`config.mk`:
```
export PLATFORM = sky130hd
export DESIGN_NAME = valu_seq_ctrl
export DESIGN_NICKNAME = d
export VERILOG_FILES = /design/src/rtl/valu_pkg.sv /design/src/rtl/valu_mul_iter.sv /design/src/rtl/valu_seq_ctrl.sv
export SDC_FILE = /design/constraint.sdc
export NUM_CORES = 1
export LEC_CHECK = 0
export ABC_AREA = 1
export BUFFER_PORTS_ARGS = -buffer_cell sky130_fd_sc_hd__buf_2
export CORE_AREA = 3 3 207 209
export CTS_CLUSTER_SIZE = 20
export DETAILED_ROUTE_END_ITERATION = 10
export DIE_AREA = 0 0 210 212
export PLACE_DENSITY = 0.54
export SLEW_MARGIN = 15
export SYNTH_ARGS = -nofsm -noshare
export SYNTH_HDL_FRONTEND = slang
export SYNTH_SLANG_ARGS = --single-unit
```
`constraint.sdc`:
```
create_clock -name clk -period 2.4 [get_ports clk]
set_clock_uncertainty 0.2 [all_clocks]
set_input_delay 0.36 -clock clk [delete_from_list [all_inputs] [get_ports clk]]
set_output_delay 0.36 -clock clk [all_outputs]
set_load 0.05 [all_outputs]
```
`src/rtl/valu_pkg.sv`:
```
// Shared definitions for the vector ALU sequencer: op codes, FSM state type,
// multiply iteration count.
package valu_pkg;

  localparam logic [4:0] OP_ADD  = 5'b00000;
  localparam logic [4:0] OP_PASS = 5'b00001;
  localparam logic [4:0] OP_SUB  = 5'b00010;
  localparam logic [4:0] OP_AND  = 5'b00011;
  localparam logic [4:0] OP_OR   = 5'b00100;
  localparam logic [4:0] OP_XOR  = 5'b00101;
  localparam logic [4:0] OP_ADDS = 5'b00110;
  localparam logic [4:0] OP_SUBS = 5'b00111;
  localparam logic [4:0] OP_MUL  = 5'b01000;
  localparam logic [4:0] OP_MSW  = 5'b01001;
  localparam logic [4:0] OP_CMP  = 5'b01010;
  localparam logic [4:0] OP_NOP  = 5'b11111;

  localparam int unsigned MUL_CYCLES = 64;

  typedef enum logic [1:0] {
    S_IDLE = 2'd0,
    S_EXEC = 2'd1,
    S_MUL  = 2'd2,
    S_RESP = 2'd3
  } valu_state_t;

endpackage

```
`src/rtl/valu_mul_iter.sv`:
```
// Iterative signed 64x64 -> 128 multiplier: shift-add on operand magnitudes,
// one multiplier bit per cycle, sign applied on the final iteration.
module valu_mul_iter
  import valu_pkg::*;
#(
  parameter int unsigned MUL_CYCLES = valu_pkg::MUL_CYCLES
) (
  input  logic         clk,
  input  logic         reset_n,
  input  logic         start,
  input  logic [63:0]  op_r,
  input  logic [63:0]  op_s,
  output logic         done,
  output logic [127:0] prod
);

  localparam logic [6:0] CNT_LAST = 7'(MUL_CYCLES - 1);

  logic [6:0]   cnt;
  logic         run;
  logic         neg;
  logic [127:0] acc;
  logic [127:0] mcand;
  logic [63:0]  mplier;
  logic [127:0] acc_nxt;

  assign acc_nxt = mplier[0] ? acc + mcand : acc;

  always_ff @(posedge clk or negedge reset_n) begin
    if (!reset_n) begin
      cnt    <= '0;
      run    <= 1'b0;
      neg    <= 1'b0;
      acc    <= '0;
      mcand  <= '0;
      mplier <= '0;
      done   <= 1'b0;
      prod   <= '0;
    end else begin
      done <= 1'b0;
      if (start) begin
        // Magnitude of -2^63 is 2^63, which still fits in 64 unsigned bits.
        mcand  <= {64'd0, op_r[63] ? -op_r : op_r};
        mplier <= op_s[63] ? -op_s : op_s;
        neg    <= op_r[63] ^ op_s[63];
        acc    <= '0;
        cnt    <= '0;
        run    <= 1'b1;
      end else if (run) begin
        acc    <= acc_nxt;
        mcand  <= mcand << 1;
        mplier <= mplier >> 1;
        cnt    <= cnt + 7'd1;
        if (cnt == CNT_LAST) begin
          run  <= 1'b0;
          done <= 1'b1;
          prod <= neg ? -acc_nxt : acc_nxt;
        end
      end
    end
  end

endmodule

```
`src/rtl/valu_seq_ctrl.sv`:
```
// Two-port round-robin sequencer for the 64-bit vector ALU.
// Define VALU_SEQ_MUL_EN to build in the iterative multiplier and Prod_Hi.
module valu_seq_ctrl
  import valu_pkg::*;
#(
  parameter int unsigned MUL_CYCLES = valu_pkg::MUL_CYCLES
) (
  input  logic        clk,
  input  logic        reset_n,
  input  logic [1:0]  Req_Valid,
  output logic [1:0]  Req_Ready,
  input  logic [63:0] Req_R0,
  input  logic [63:0] Req_S0,
  input  logic [63:0] Req_R1,
  input  logic [63:0] Req_S1,
  input  logic [4:0]  Req_Op0,
  input  logic [4:0]  Req_Op1,
  output logic [63:0] Alu_R,
  output logic [63:0] Alu_S,
  output logic [4:0]  Alu_Op,
  input  logic [63:0] Alu_Y,
  output logic        Res_Valid,
  input  logic        Res_Ready,
  output logic        Res_Id,
  output logic [63:0] Res_Y,
  output logic        Busy
);

  valu_state_t state, state_nxt;

  logic        last_gnt;
  logic        gnt_id;
  logic        accept;
  logic [63:0] sel_r, sel_s;
  logic [4:0]  sel_op;
  logic        is_mul_op;
  logic        msw_op;
  logic        mul_done;
  logic [63:0] r_q, s_q, res_y_q;
  logic [4:0]  op_q;
  logic        id_q;
  logic [63:0] exec_y;

  // Contention goes to whoever was not granted last; a lone requester always wins.
  assign gnt_id    = (&Req_Valid) ? ~last_gnt : Req_Valid[1];
  assign Req_Ready = (state == S_IDLE && |Req_Valid) ? (gnt_id ? 2'b10 : 2'b01) : 2'b00;
  assign accept    = |(Req_Valid & Req_Ready);

  assign sel_r  = gnt_id ? Req_R1  : Req_R0;
  assign sel_s  = gnt_id ? Req_S1  : Req_S0;
  assign sel_op = gnt_id ? Req_Op1 : Req_Op0;

`ifdef VALU_SEQ_MUL_EN
  logic [127:0] mul_prod;
  logic [63:0]  prod_hi;

  assign is_mul_op = (sel_op == OP_MUL);
  assign msw_op    = (op_q == OP_MSW);

  valu_mul_iter #(
    .MUL_CYCLES(MUL_CYCLES)
  ) u_mul (
    .clk    (clk),
    .reset_n(reset_n),
    .start  (accept && is_mul_op),
    .op_r   (sel_r),
    .op_s   (sel_s),
    .done   (mul_done),
    .prod   (mul_prod)
  );

  always_ff @(posedge clk or negedge reset_n) begin
    if (!reset_n) prod_hi <= '0;
    else if (state == S_MUL && mul_done) prod_hi <= mul_prod[127:64];
  end
`else
  logic [63:0] prod_hi;

  assign is_mul_op = 1'b0;
  assign msw_op    = 1'b0;
  assign mul_done  = 1'b1;
  assign prod_hi   = '0;
`endif

  always_comb begin
    Alu_R  = '0;
    Alu_S  = '0;
    Alu_Op = OP_NOP;
    if (state == S_EXEC && !msw_op) begin
      Alu_R  = r_q;
      Alu_S  = s_q;
      Alu_Op = op_q;
    end
  end

  always_comb begin
    exec_y = Alu_Y;
    if (op_q == OP_NOP) exec_y = '0;
    else if (msw_op)    exec_y = prod_hi;
  end

  always_comb begin
    state_nxt = state;
    unique case (state)
      S_IDLE:  if (accept) state_nxt = is_mul_op ? S_MUL : S_EXEC;
      S_EXEC:  state_nxt = S_RESP;
      S_MUL:   if (mul_done) state_nxt = S_RESP;
      S_RESP:  if (Res_Ready) state_nxt = S_IDLE;
      default: state_nxt = S_IDLE;
    endcase
  end

  always_ff @(posedge clk or negedge reset_n) begin
    if (!reset_n) begin
      state    <= S_IDLE;
      last_gnt <= 1'b1;
      r_q      <= '0;
      s_q      <= '0;
      op_q     <= OP_NOP;
      id_q     <= 1'b0;
      res_y_q  <= '0;
    end else begin
      state <= state_nxt;
      if (accept) begin
        last_gnt <= gnt_id;
        r_q      <= sel_r;
        s_q      <= sel_s;
        op_q     <= sel_op;
        id_q     <= gnt_id;
      end
      if (state == S_EXEC) res_y_q <= exec_y;
`ifdef VALU_SEQ_MUL_EN
      if (state == S_MUL && mul_done) res_y_q <= mul_prod[63:0];
`endif
    end
  end

  assign Res_Valid = (state == S_RESP);
  assign Res_Id    = id_q;
  assign Res_Y     = res_y_q;
  assign Busy      = (state != S_IDLE);

endmodule

```
Yosys cells after proc, flatten, opt, wreduce, memory -nomap -nowiden
Index checks and enable logic that the tools add are counted.
Widths: inputs -> output; s select.
{"block": "word_totals", "reg_bits": 201, "latch_bits": 0, "ramBits": 0, "rom_bits": 0, "wordCells": 36, "n_memories": 0}
{"block": "op_classes", "n_addsub": 0, "n_mul": 0, "div": 0, "magnitude_cmp": 0, "n_eq_ne": 6, "shifts": 0, "mux": 13, "bitwise_logic": 2, "n_reduce_logical": 8}
{"operator": "$mux 64", "n": 5}
{"operator": "$mux 5", "n": 2}
{"operator": "$mux 2", "n": 4}
{"operator": "$pmux 2 s3", "n": 1}
{"operator": "$reduce_or 2->1", "n": 3}
{"operator": "$eq 5x5->1 const B", "n": 1}
{"operator": "$eq 2x2->1 const B", "n": 2}
{"operator": "$reduce_and 2->1", "n": 2}
{"operator": "$and 2x2->2", "n": 1}
{"operator": "$eq 2x1->1 const B", "n": 1}
{"operator": "$logic_not 2->1", "n": 1}
{"operator": "$ne 2x1->1 const B", "n": 1}
{"operator": "$ne 2x2->1 const B", "n": 1}
{"operator": "$reduce_bool 2->1", "n": 1}
{"operator": "$logic_and 1x1->1", "n": 1}
{"operator": "$mux 1", "n": 1}
{"operator": "$not 1->1", "n": 1}

Depth between registers and ports, before layout
{"block": "depth", "depth_word": 8, "depth_mapped": 9, "depth_no_buf": 6}

Worst setup path after synthesis
No wires, ideal clock.
{"block": "synth_path", "path_type": "register to output", "startpoint": "register state[0]", "endpoint": "output Req_Ready[0]", "arrival_ns": 1.810, "required_time_ns": 1.840, "path_slack_ns": 0.030, "stages_incl_launch_ff": 8, "path_buffers": 3, "path_cell_list": "dfrtp_1 -> inv_1 -> ha_1 -> buf_4 -> o21ai_4 -> buf_4 -> buf_2 -> nor2_1"}
{"block": "synth_via", "elab_chain_len": 3}
{"item": "from (decl)", "line_no": "valu_seq_ctrl.sv:29", "text": "valu_state_t state, state_nxt;"}
{"item": "from (signal assigned)", "line_no": "valu_seq_ctrl.sv:123", "text": "state <= state_nxt;"}
{"item": "$logic_not 2->1", "line_no": "valu_seq_ctrl.sv:46", "text": "assign Req_Ready = (state == S_IDLE && |Req_Valid) ? (gnt_id ? 2'b10 : 2'b01) : 2'b00;"}
{"item": "$logic_and 1x1->1", "line_no": "valu_seq_ctrl.sv:46"}
{"item": "$mux 2", "line_no": "valu_seq_ctrl.sv:46"}
{"item": "to (decl)", "line_no": "valu_seq_ctrl.sv:11", "text": "output logic [1:0] Req_Ready,"}
No other way between the ends.

Final worst setup path
{"block": "layout_path", "startpoint": "register state[0]", "endpoint": "output Alu_S[25]"}
{"block": "layout_via", "elab_chain_len": 2}
{"item": "$eq 2x1->1", "line_no": "valu_seq_ctrl.sv:89", "text": "if (state == S_EXEC && !msw_op) begin"}
{"item": "$mux 64", "line_no": "valu_seq_ctrl.sv:89"}
{"item": "to (decl)", "line_no": "valu_seq_ctrl.sv:19", "text": "output logic [63:0] Alu_S,"}
No other way between the ends.

==> flow_summary.json <==
{
  "status": "finished with violations",
  "violations": "negative setup slack",
  "crit_type": "reg2out",
  "initial_core_util": 0.249,
  "power_density_mw_per_mm2": 1420,
  "yosys-top-cells-count": "nand2_1 (401), nand3_1 (268), dfrtp_1 (195)",
  "clk_pin_slew_ps": 60,
  "rr_endpoint": "r_q[32]",
  "cts_made_buffers": 24,
  "drt_pass1_iterations": 6,
  "endpoint": "Alu_S[25]",
  "drive_above_1_share": 0.352,
  "h-tree-depth": 1,
  "synth_edf_count": 0,
  "utilization": 0.477,
  "combPwrFrac": 0.637,
  "rr_worst_depth": 7,
  "detail_route.wl_per_cell_um": 19.6,
  "syn-num-nets": 1677,
  "rr_startpoint": "state[0]",
  "gr-total-overflow": 0,
  "syn_area_per_cell_um2": 7.62,
  "syn_area_mm2": 0.0102,
  "yosysTopAreaCellShare": 0.478,
  "ys_seq_elements": 201,
  "synth_area_leader_cell": "dfrtp_1",
  "worst_setup_path_end_kind": "primary output",
  "cp-startpoint": "state[0]",
  "wirelength_mm": 53.3,
  "synth_cells": 1339,
  "row_count": 74,
  "synth-async-reset-ratio": 1.00,
  "core_region_area_mm2": 0.0410,
  "viasPerCell": 5.08,
  "cts_tree": "built",
  "place_ws_ps": 284,
  "critPathLaunchType": "flop",
  "place_congestion": 0.843,
  "finalNetCount": 2510,
  "num_io_pins": 537,
  "hold_violations": 0,
  "setup_violations": 39,
  "report.final.slew_viol_count": 0,
  "drtIter0Drc": 1407,
  "relSlewSlack": 0.468,
  "synth.yosys.seq_area_share": 0.494,
  "ys_warn_count": 0,
  "syn_to_final_growth_pct": 91.7,
  "p_clk_frac": 0.132,
  "synthFlopType": "dfrtp_1",
  "synth_area_leaders": "dfrtp_1 (48%), nand2_1 (15%), nand3_1 (13%)",
  "clock_sinks": 201,
  "antenna_found_initial": 3,
  "dp_hpwl_mm": 29.4,
  "worst_slew_pin_slew_ps": 798,
  "vias": 13841,
  "maxCapViolCount": 0,
  "grt_start_max_net_pins": 74,
  "hold_class": "in2reg",
  "drc_errors": 0,
  "internal_power_mw": 13.5,
  "swShare": 0.516,
  "postRouteAntennaNets": 0,
  "clk_latency_ps": 530,
  "ir_drop_mv": 0.720,
  "setup_ws_ps": -102,
  "cts_buffer_depth": 3,
  "root_buffer": "clkbuf_16",
  "chipWidth_um": 210,
  "fmax_ghz": 0.400,
  "rsz0062_at_grt": "yes",
  "die-area_mm2": 0.0445,
  "crit_fanout": 5,
  "worstPathRequired_ps": 1840,
  "die_height_um": 212,
  "finalCritPeriodShare": 1.04,
  "ys_types": 21,
  "final.fill_count": 3645,
  "rrSetupSlack_ps": 150,
  "grt_usage": 0.216,
  "grt_pass1_vias": 13951,
  "p_sw_mw": 14.3,
  "synth_most_common_cell": "nand2_1",
  "grt_pass1_wl_mm": 77.6,
  "p_leak_nw": 10.2,
  "arrival_ps": 1940,
  "port_buffers": 536,
  "final.min_clock_period_ps": 2500,
  "sequentialPowerShare": 0.231
}
cell families (layout without fill, tap and decap cells):
group,after synthesis,in the layout,share of synthesized area
other cells,0,3,0
compound gates,65,65,0.0330
simple gates,815,815,0.368
fa+ha+maj,3,3,0.00368
buf+inv,255,1103,0.101
flops,201,201,0.494
worst max-delay path, stage by stage (launching register included):
cell	delay (ps)
dfrtp_2	420
ha_4	170
buf_12	130
buf_12	130
buf_12	130
clkbuf_16	170
nand2_4	70
inv_2	40
buf_8	140
final cells by class:
type,count,area [um2],area share
multi-input cells,883,4520,0.231
well taps,532,666,0.0341
clock buffers,33,706,0.0361
repair buffers,927,8020,0.410
clock inverters,8,80.1,0.00410
flip-flops and latches,201,5040,0.258
inverters,135,519,0.0266
diodes,3,7.51,0.000384
layout by cell type, fill, tap and decap left out, drive strengths merged:
| cell type | n |
|---|---|
| nand4 | 133 |
| clkinv | 4 |
| o21ai | 65 |
| clkbuf | 39 |
| nand3 | 268 |
| or2 | 6 |
| inv | 135 |
| diode | 3 |
| dfstp | 6 |
| bufbuf | 2 |
| clkinvlp | 3 |
| dlygate4sd3 | 332 |
| nor2 | 5 |
| ha | 3 |
| nand2 | 403 |
| bufinv | 1 |
| dfrtp | 195 |
| buf | 587 |
flip-flops by register name (all words and copies together) (netlist names):
name	cells
r_q	64
s_q	64
op_q	5
Res_Y	64
Res_Id	1
state	2
last_gnt	1
how the worst min path moves through the flow:
stage,start,end,slack [ps],cells past startpoint
floorplan,reset_n,Res_Id,-140,0
global placement,reset_n,r_q[41],130,1
detailed placement,reset_n,r_q[41],130,1
CTS,Req_Valid[0],op_q[3],50,4
global route,Req_Valid[0],op_q[3],120,4
finish,Req_Valid[0],op_q[3],100,4
repair_timing:
action,4_1_cts,5_1_grt
setup endpoints to repair,134,138
hold endpoints to repair,394,0
pin swaps,8,32
setup buffers,14,1
cloned,11,5
resized for setup,351,127
hold buffers,332,0
power groups by stage:
stage | sequential [mW] | combinational (mW) | clock [mW]
CTS | 6.21 | 16.6 | 3.75
global placement | 6.22 | 13.1 | 0
detailed placement | 6.17 | 13.2 | 0
finish | 6.42 | 17.7 | 3.66
global route | 6.57 | 18.6 | 3.88
floorplan | 7.77 | 7.84 | 0
stage by stage:
step	hold WS (ps)	cells	instance area, um2	TNS, ps	power [mW]
CTS	53.8	2714	19000	-3810	26.6
global placement	127	2316	13500	0	19.3
finish	95.6	2722	19500	-1700	27.8
global route	117	2722	19500	-8030	29.1
detailed placement	132	2316	13500	0	19.3
floorplan	-136	1339	10200	0	15.6
layer usage:
| metal | vias up | GRT usage | share of wire |
|---|---|---|---|
| met3 | 216 | 0.0388 | 0.086 |
| li1 | 6086 | - | - |
| met4 | 0 | 0.117 | 0.058 |
| met1 | 6502 | 0.268 | 0.38 |
| met5 | - | 0 | 0 |
| met2 | 1037 | 0.361 | 0.48 |
Power figures use the tool's default switching activity.
